==> config.mk <==
export PLATFORM = sky130hd
export DESIGN_NAME = main_function_arbiter
export DESIGN_NICKNAME = d
export VERILOG_FILES = /design/src/rtl/main_function_arbiter.sv
export SDC_FILE = /design/constraint.sdc
export NUM_CORES = 1
export LEC_CHECK = 0
export BUFFER_PORTS_ARGS = -buffer_cell sky130_fd_sc_hd__clkbuf_2
export CORE_ASPECT_RATIO = 1.1
export CORE_MARGIN = 5
export CORE_UTILIZATION = 45
export CTS_CLUSTER_DIAMETER = 30
export CTS_CLUSTER_SIZE = 28
export DETAILED_ROUTE_END_ITERATION = 8
export MAX_ROUTING_LAYER = met4
export PLACE_DENSITY_LB_ADDON = 0.1
export SLEW_MARGIN = 20
export SYNTH_ARGS = -nofsm -noshare
export SYNTH_HDL_FRONTEND = slang
export SYNTH_SLANG_ARGS = --single-unit
==> constraint.sdc <==
create_clock -name clock -period 3.9 [get_ports clock]
set_input_delay 0.39 -clock clock [delete_from_list [all_inputs] [get_ports clock]]
set_output_delay 0.39 -clock clock [all_outputs]
set_load 0.02 [all_outputs]
==> src/rtl/main_function_arbiter.sv <==
// Round-robin front end that shares one main_function datapath unit between two
// clients: one queued request per client, enable/finish sequencing, watchdog recovery.
//
// state   | meaning
// IDLE    | unit idle, arbitrate among pending clients
// ISSUE   | first enable cycle, watchdog cleared, finish not sampled yet
// WAIT    | enable held, waiting for finish or watchdog expiry
// RELEASE | enable dropped, waiting for unit to drop finish and busy
// RECOVER | unit held in reset, granted request aborted
module main_function_arbiter #(
  parameter int OPERAND_WIDTH = 8,
  parameter int RESULT_WIDTH  = 24,
  parameter int TIMEOUT       = 4096
) (
  input  logic                     clock,
  input  logic                     reset,
  input  logic                     req0,
  input  logic [OPERAND_WIDTH-1:0] a0,
  input  logic [OPERAND_WIDTH-1:0] b0,
  input  logic                     req1,
  input  logic [OPERAND_WIDTH-1:0] a1,
  input  logic [OPERAND_WIDTH-1:0] b1,
  output logic                     pending0,
  output logic                     pending1,
  output logic                     done0,
  output logic                     done1,
  output logic                     err0,
  output logic                     err1,
  output logic [RESULT_WIDTH-1:0]  result0,
  output logic [RESULT_WIDTH-1:0]  result1,
  output logic                     grant,
  output logic                     active,
  output logic                     fn_enable,
  output logic                     fn_reset,
  output logic [OPERAND_WIDTH-1:0] fn_a,
  output logic [OPERAND_WIDTH-1:0] fn_b,
  input  logic                     fn_busy,
  input  logic                     fn_finish,
  input  logic [RESULT_WIDTH-1:0]  fn_result
);

  localparam int WD_W = $clog2(TIMEOUT);

  typedef enum logic [2:0] {
    IDLE,
    ISSUE,
    WAIT,
    RELEASE,
    RECOVER
  } state_t;

  state_t                   state_q, state_d;
  logic                     grant_q, grant_d;
  logic                     last_q, last_d;
  logic [WD_W-1:0]          wd_q, wd_d;
  logic                     pending0_q, pending0_d;
  logic                     pending1_q, pending1_d;
  logic [OPERAND_WIDTH-1:0] a0_q, a0_d, b0_q, b0_d;
  logic [OPERAND_WIDTH-1:0] a1_q, a1_d, b1_q, b1_d;
  logic [OPERAND_WIDTH-1:0] fn_a_q, fn_a_d, fn_b_q, fn_b_d;
  logic                     done0_q, done0_d, done1_q, done1_d;
  logic                     err0_q, err0_d, err1_q, err1_d;
  logic [RESULT_WIDTH-1:0]  result0_q, result0_d, result1_q, result1_d;
  logic                     clr0, clr1;
  logic                     pick;
  logic                     accept0, accept1;

  // With both pending the client that was not served last wins.
  assign pick = (pending0_q && pending1_q) ? ~last_q : pending1_q;

  always_comb begin
    state_d   = state_q;
    grant_d   = grant_q;
    last_d    = last_q;
    wd_d      = wd_q;
    fn_a_d    = fn_a_q;
    fn_b_d    = fn_b_q;
    done0_d   = 1'b0;
    done1_d   = 1'b0;
    err0_d    = 1'b0;
    err1_d    = 1'b0;
    result0_d = result0_q;
    result1_d = result1_q;
    clr0      = 1'b0;
    clr1      = 1'b0;

    case (state_q)
      IDLE: begin
        if (pending0_q || pending1_q) begin
          grant_d = pick;
          fn_a_d  = pick ? a1_q : a0_q;
          fn_b_d  = pick ? b1_q : b0_q;
          state_d = ISSUE;
        end
      end
      ISSUE: begin
        wd_d    = '0;
        state_d = WAIT;
      end
      WAIT: begin
        if (fn_finish) begin
          if (grant_q) begin
            result1_d = fn_result;
            done1_d   = 1'b1;
            clr1      = 1'b1;
          end else begin
            result0_d = fn_result;
            done0_d   = 1'b1;
            clr0      = 1'b1;
          end
          last_d  = grant_q;
          state_d = RELEASE;
        end else if (wd_q == WD_W'(TIMEOUT - 1)) begin
          // Abort is flagged on entry to RECOVER so err lines up with fn_reset.
          if (grant_q) begin
            err1_d = 1'b1;
            clr1   = 1'b1;
          end else begin
            err0_d = 1'b1;
            clr0   = 1'b1;
          end
          last_d  = grant_q;
          state_d = RECOVER;
        end else begin
          wd_d = wd_q + 1'b1;
        end
      end
      RELEASE: begin
        if (!fn_finish && !fn_busy) begin
          state_d = IDLE;
        end
      end
      RECOVER: begin
        state_d = IDLE;
      end
      default: begin
        state_d = IDLE;
      end
    endcase
  end

  // A request landing in the same cycle its predecessor retires is accepted.
  assign accept0 = req0 && (!pending0_q || clr0);
  assign accept1 = req1 && (!pending1_q || clr1);

  always_comb begin
    pending0_d = (pending0_q && !clr0) || accept0;
    pending1_d = (pending1_q && !clr1) || accept1;
    a0_d       = accept0 ? a0 : a0_q;
    b0_d       = accept0 ? b0 : b0_q;
    a1_d       = accept1 ? a1 : a1_q;
    b1_d       = accept1 ? b1 : b1_q;
  end

  always_ff @(posedge clock) begin
    if (reset) begin
      state_q    <= IDLE;
      grant_q    <= 1'b0;
      last_q     <= 1'b1;
      wd_q       <= '0;
      pending0_q <= 1'b0;
      pending1_q <= 1'b0;
      a0_q       <= '0;
      b0_q       <= '0;
      a1_q       <= '0;
      b1_q       <= '0;
      fn_a_q     <= '0;
      fn_b_q     <= '0;
      done0_q    <= 1'b0;
      done1_q    <= 1'b0;
      err0_q     <= 1'b0;
      err1_q     <= 1'b0;
      result0_q  <= '0;
      result1_q  <= '0;
    end else begin
      state_q    <= state_d;
      grant_q    <= grant_d;
      last_q     <= last_d;
      wd_q       <= wd_d;
      pending0_q <= pending0_d;
      pending1_q <= pending1_d;
      a0_q       <= a0_d;
      b0_q       <= b0_d;
      a1_q       <= a1_d;
      b1_q       <= b1_d;
      fn_a_q     <= fn_a_d;
      fn_b_q     <= fn_b_d;
      done0_q    <= done0_d;
      done1_q    <= done1_d;
      err0_q     <= err0_d;
      err1_q     <= err1_d;
      result0_q  <= result0_d;
      result1_q  <= result1_d;
    end
  end

  assign pending0  = pending0_q;
  assign pending1  = pending1_q;
  assign done0     = done0_q;
  assign done1     = done1_q;
  assign err0      = err0_q;
  assign err1      = err1_q;
  assign result0   = result0_q;
  assign result1   = result1_q;
  assign grant     = grant_q;
  assign active    = (state_q != IDLE);
  assign fn_enable = (state_q == ISSUE) || (state_q == WAIT);
  assign fn_reset  = reset || (state_q == RECOVER);
  assign fn_a      = fn_a_q;
  assign fn_b      = fn_b_q;

endmodule

Word level (Yosys, flattened, before mapping)
Cells that the tools add are included.

Bits in registers: 119. Input port bits: 62. Word-level logic and storage cells: 85.

Bitwise operators: 4. Add/subtract/negate cells: 1. Reduce and logical (&&, ||, !) cells: 31. Multiplexer cells: 21. Equality and inequality tests: 10.

Operator list (count): 12-bit 2-to-1 mux (2); 12-bit one-hot mux with 2 select lines (1); 8-bit 2-to-1 mux (2); 12-bit by 1-bit adder with 12-bit output (second input constant) (1); 12-bit equality test (second input constant) (1); 3-bit 2-to-1 mux (4); 3-bit one-hot mux with 4 select lines (1); 3-bit AND reduction (4); 1-bit 2-to-1 mux (11); 2-bit != test (second input constant) (4); 1-bit logical OR (7); 3-bit by 2-bit equality test with 1-bit output (second input constant) (2); 1-bit logical AND (6); 1-bit zero test (6); 3-bit OR reduction (2); 1-bit inverter (4); 2-bit AND reduction (2); 2-bit nonzero test (2); 3-bit by 1-bit equality test with 1-bit output (second input constant) (1); 3-bit equality test (second input constant) (1); 3-bit zero test (1); 3-bit != test (second input constant) (1); 3-bit nonzero test (1).

Logic depth before layout (Yosys ltp)
Depth after elaboration: 7. Mapped depth: 7. Depth with buffers taken out: 6.

Least setup slack after synthesis
No wires, ideal clock.

Path kind: reg-to-reg. Start: register wd_q[0]. End: register a1_q[0]. Buffers on the path: 1. Setup time: 0.120 ns. Data arrival time: 1.677 ns. Stages on the path, launching flop included: 8. Clock period less this slack: 1.796 ns. Slack: 2.104 ns. Cells stage by stage: dfxtp_1 ha_1 nand4_1 nor2_2 a21oi_4 a2bb2oi_4 buf_6 mux2i_1.

Word-level cells in the longest chain between the ends: 6.

RTL lines: start: declaration (RTL line 55) `logic [WD_W-1:0] wd_q, wd_d;`; start signal: assignment (RTL line 179) `wd_q <= wd_d;`; 12-bit equality test (RTL line 113) `end else if (wd_q == WD_W'(TIMEOUT - 1)) begin`; 1-bit 2-to-1 mux (RTL line 113); 1-bit 2-to-1 mux (RTL line 101) `if (fn_finish) begin`; 1-bit 2-to-1 mux (RTL line 87) `case (state_q)`; 1-bit logical OR (RTL line 144) `assign accept1 = req1 && (!pending1_q || clr1);`; 1-bit logical AND (RTL line 144); end signal: assignment (RTL line 165) `a1_q <= '0;`; end signal: assignment (RTL line 184) `a1_q <= a1_d;`; end: declaration (RTL line 59) `logic [OPERAND_WIDTH-1:0] a1_q, a1_d, b1_q, b1_d;`.

Every way passes these cells. A chain may end at the register's enable or synchronous reset.

Worst setup path after layout
Start: register wd_q[8]. End: register a0_q[1].

Word-level cells in the longest chain between the ends: 6.

RTL lines: 12-bit equality test (RTL line 113); 1-bit 2-to-1 mux (RTL line 113); 1-bit 2-to-1 mux (RTL line 101); 1-bit 2-to-1 mux (RTL line 87); 1-bit logical OR (RTL line 143) `assign accept0 = req0 && (!pending0_q || clr0);`; 1-bit logical AND (RTL line 143); end signal: assignment (RTL line 163) `a0_q <= '0;`; end signal: assignment (RTL line 182) `a0_q <= a0_d;`; end: declaration (RTL line 58) `logic [OPERAND_WIDTH-1:0] a0_q, a0_d, b0_q, b0_d;`.

Every way passes these cells.

==> results.json <==
{
  "outcome": "finished, final reports clean",
  "die_area_mm2": 0.0128,
  "yosys.area_share.simple_pct": 21.2,
  "ctsHoldBuffers": 0,
  "holdWs_ps": 207,
  "p_leak_nw": 2.60,
  "postRouteAntennaNets": 0,
  "die_h_um": 118,
  "finalCritPeriodShare_pct": 55.0,
  "via_per_inst": 4.95,
  "synth_edf_count": 0,
  "overflow": 0,
  "crit_chain": "and4_1 -> and2_1 -> a21oi_4 -> a2bb2oi_4 -> mux2i_1",
  "clock_latency_ps": 400,
  "grt_use_total_pct": 18.8,
  "synth.distinct_cells": 41,
  "endpoint": "a0_q[1]",
  "drive_gt1_share_pct": 26.8,
  "path_clk_slew_ps": 50,
  "tns_ps": 0,
  "cp-end-kind": "register",
  "power.total_mw": 3.24,
  "use_met3_pct": 4.09,
  "hold_violations": 0,
  "std_cell_rows": 39,
  "synth_seq_cells": 119,
  "first_pass_iters": 7,
  "arrival_ps": 2470,
  "hold_path.class": "in -> reg",
  "vias": 4082,
  "crit_slowest_cell": "a2bb2oi_4",
  "antenna_found_initial": 0,
  "grt_max_degree": 75,
  "critPathRequiredTime_ps": 4220,
  "num_antenna_cells": 0,
  "drc": 0,
  "crit_buf_inv": 0,
  "r2r-end": "a0_q[1]",
  "io_buffers": 135,
  "grt_pass1_wl_um": 18800,
  "crit_type": "reg -> reg",
  "synth_top_family_by_area": "simple AND/OR/NAND/NOR gates",
  "rsz0062_at_grt": "no",
  "first_iter_violations": 143,
  "tightest_slew_ps": 1050,
  "ff2ff_setup_slack_ps": 1750,
  "dieWidth_um": 108,
  "grt_pass1_vias": 3987,
  "setup_viol": 0,
  "clock-root-buffer": "clkbuf_16",
  "routed_wl_um": 11500,
  "regArea_mm2": 0.00238,
  "yosys.area_share.adder_pct": 0.261,
  "grt_util_met2_pct": 30.8,
  "synth_cells": 549,
  "synth.area.mux_share_pct": 10.7,
  "dp_hpwl_um": 7960,
  "maxSlewHeadroom_pct": 30.0,
  "critPathTopFamily": "compound AO/OA/AOI/OAI gates",
  "wl_per_cell_um": 14.0,
  "synthTopCellsByArea": "dfxtp_1 50%, nand2_1 13%, mux2i_1 11%",
  "synth.most_common_cell": "nand2_1",
  "area_delta_synth_final_pct": 27.2,
  "cts_buffer_depth": 2,
  "cp_max_fo": 16,
  "period_needed_ps": 2150,
  "start_util_pct": 46.1,
  "cpPeakStageDelay_ps": 590,
  "multiInputGateArea_mm2": 0.00222,
  "synth_ff_type": "dfxtp_1",
  "grt.busiest_layer": "met2",
  "peakVddDrop_mv": 0.306,
  "core_mm2": 0.0104,
  "synth-xor-area-share_pct": 1.65,
  "maxCapViolations": 0,
  "startpoint_type": "register",
  "synth_compound_area_share_pct": 12.6,
  "nets": 735,
  "timing.fmax_ghz": 0.466,
  "synth_commonest_cells": "172 x nand2_1, 119 x dfxtp_1, 52 x a21oi_1",
  "cts_tree": "done",
  "r2r_start": "wd_q[8]",
  "synth_nets": 612,
  "hold_start": "b0[7]",
  "skew_ps": 8.43,
  "clkSinkCount": 119,
  "p_per_area_mw_per_mm2": 532,
  "cp.depth": 5,
  "htreeDepth": 4,
  "met1_usage_pct": 22.2,
  "gp_congestion": 0.834,
  "post_cts_resized": 0,
  "drv_slew": 0,
  "cts_setup_buffers": 0,
  "startpoint": "wd_q[8]",
  "ys_async_sr_fraction_pct": 0,
  "netlist_area_mm2": 0.00479,
  "ios": 136,
  "nFillCells": 978,
  "placed_cells": 796,
  "instances_no_fill": 825,
  "yosysWarnings": 0,
  "syn_avg_cell_area_um2": 8.72,
  "synth_top_area_cell": "dfxtp_1",
  "synth_top_area_share_pct": 49.7,
  "ff2ff_path_depth": 5,
  "numCtsBuffers": 17,
  "ys_seq_area_share_pct": 49.7
}
-- worst reg2reg max path, stage by stage (launching register included) --
cell and delay (ps):
dfxtp_1 340, and4_1 220, and2_1 330, a21oi_4 310
a2bb2oi_4 590, mux2i_1 270
-- layer usage --
layer  share of wire (%)  wire [µm]
met1                  46       5280
met5                   0          0
met3                 5.2        594
met4                 1.9        215
met2                  47       5440
-- area by class of cell --
| cell class | count | share of cell area, % |
|---|---|---|
| multi-input combinational | 390 | 36.5 |
| inverter | 5 | 0.308 |
| clock buffer | 20 | 7.50 |
| sequential | 119 | 39.1 |
| timing repair buffer | 139 | 11.6 |
| clock inverter | 9 | 2.10 |
| tap | 143 | 2.94 |
-- through the flow --
step                      setup WS, ps  instance area, µm²  utilization [%]
after floorplan                   2100                4790                -
after global placement            1790                5510             53.0
after detailed placement          1750                5510             53.0
after CTS                         1740                6090             58.6
after global routing              1540                6090             58.6
final                             1750                6090             58.6
-- kinds of logic after synthesis --
kind of cell	after synthesis
AO/OA/AOI/OAI	85
flip-flops	119
adder cells (fa/ha/maj)	1
buffers and inverters	40
AND/OR/NAND/NOR	244
multiplexers	51
XOR/XNOR	9
-- worst min path at each step --
stage | to | cells after the start
after floorplan | a0_q[0] | 2
after global placement | result1[3] | 2
after detailed placement | result0[20] | 2
after CTS | b0_q[7] | 3
after global routing | b1_q[7] | 3
final | b0_q[7] | 3
-- power breakdown --
group / total, mW / leakage, nW / internal, mW / switching (mW)
clock: 1.54 / 0.280 / 1.02 / 0.517
combinational: 0.378 / 1.35 / 0.141 / 0.237
sequential: 1.33 / 0.969 / 1.29 / 0.0412
-- registers in the layout, indices dropped and copies added (netlist names) --
| name | cells |
|---|---|
| wd_q | 12 |
| last_q | 1 |
| a1_q | 8 |
| pending0 | 1 |
| a0_q | 8 |
| pending1 | 1 |
| done0 | 1 |
| err0 | 1 |
| done1 | 1 |
| b1_q | 8 |
| fn_b | 8 |
| grant | 1 |
| b0_q | 8 |
| err1 | 1 |
| fn_a | 8 |
| result1 | 24 |
| result0 | 24 |
| state_q | 3 |
-- placed cells by master (no fill, tap or decap), types with 4 or more instances in the layout --
cell type	synthesis	layout
a211oi_1	17	17
a21oi_1	52	52
buf_4	0	4
clkbuf_16	0	17
clkbuf_2	0	135
dfxtp_1	119	119
inv_1	4	4
mux2i_1	51	51
nand2_1	172	172
nand3_1	7	7
nand4_1	5	5
nor2_1	37	37
nor3_1	4	4
xor2_1	6	6
Power figures use the tool's default switching activity.
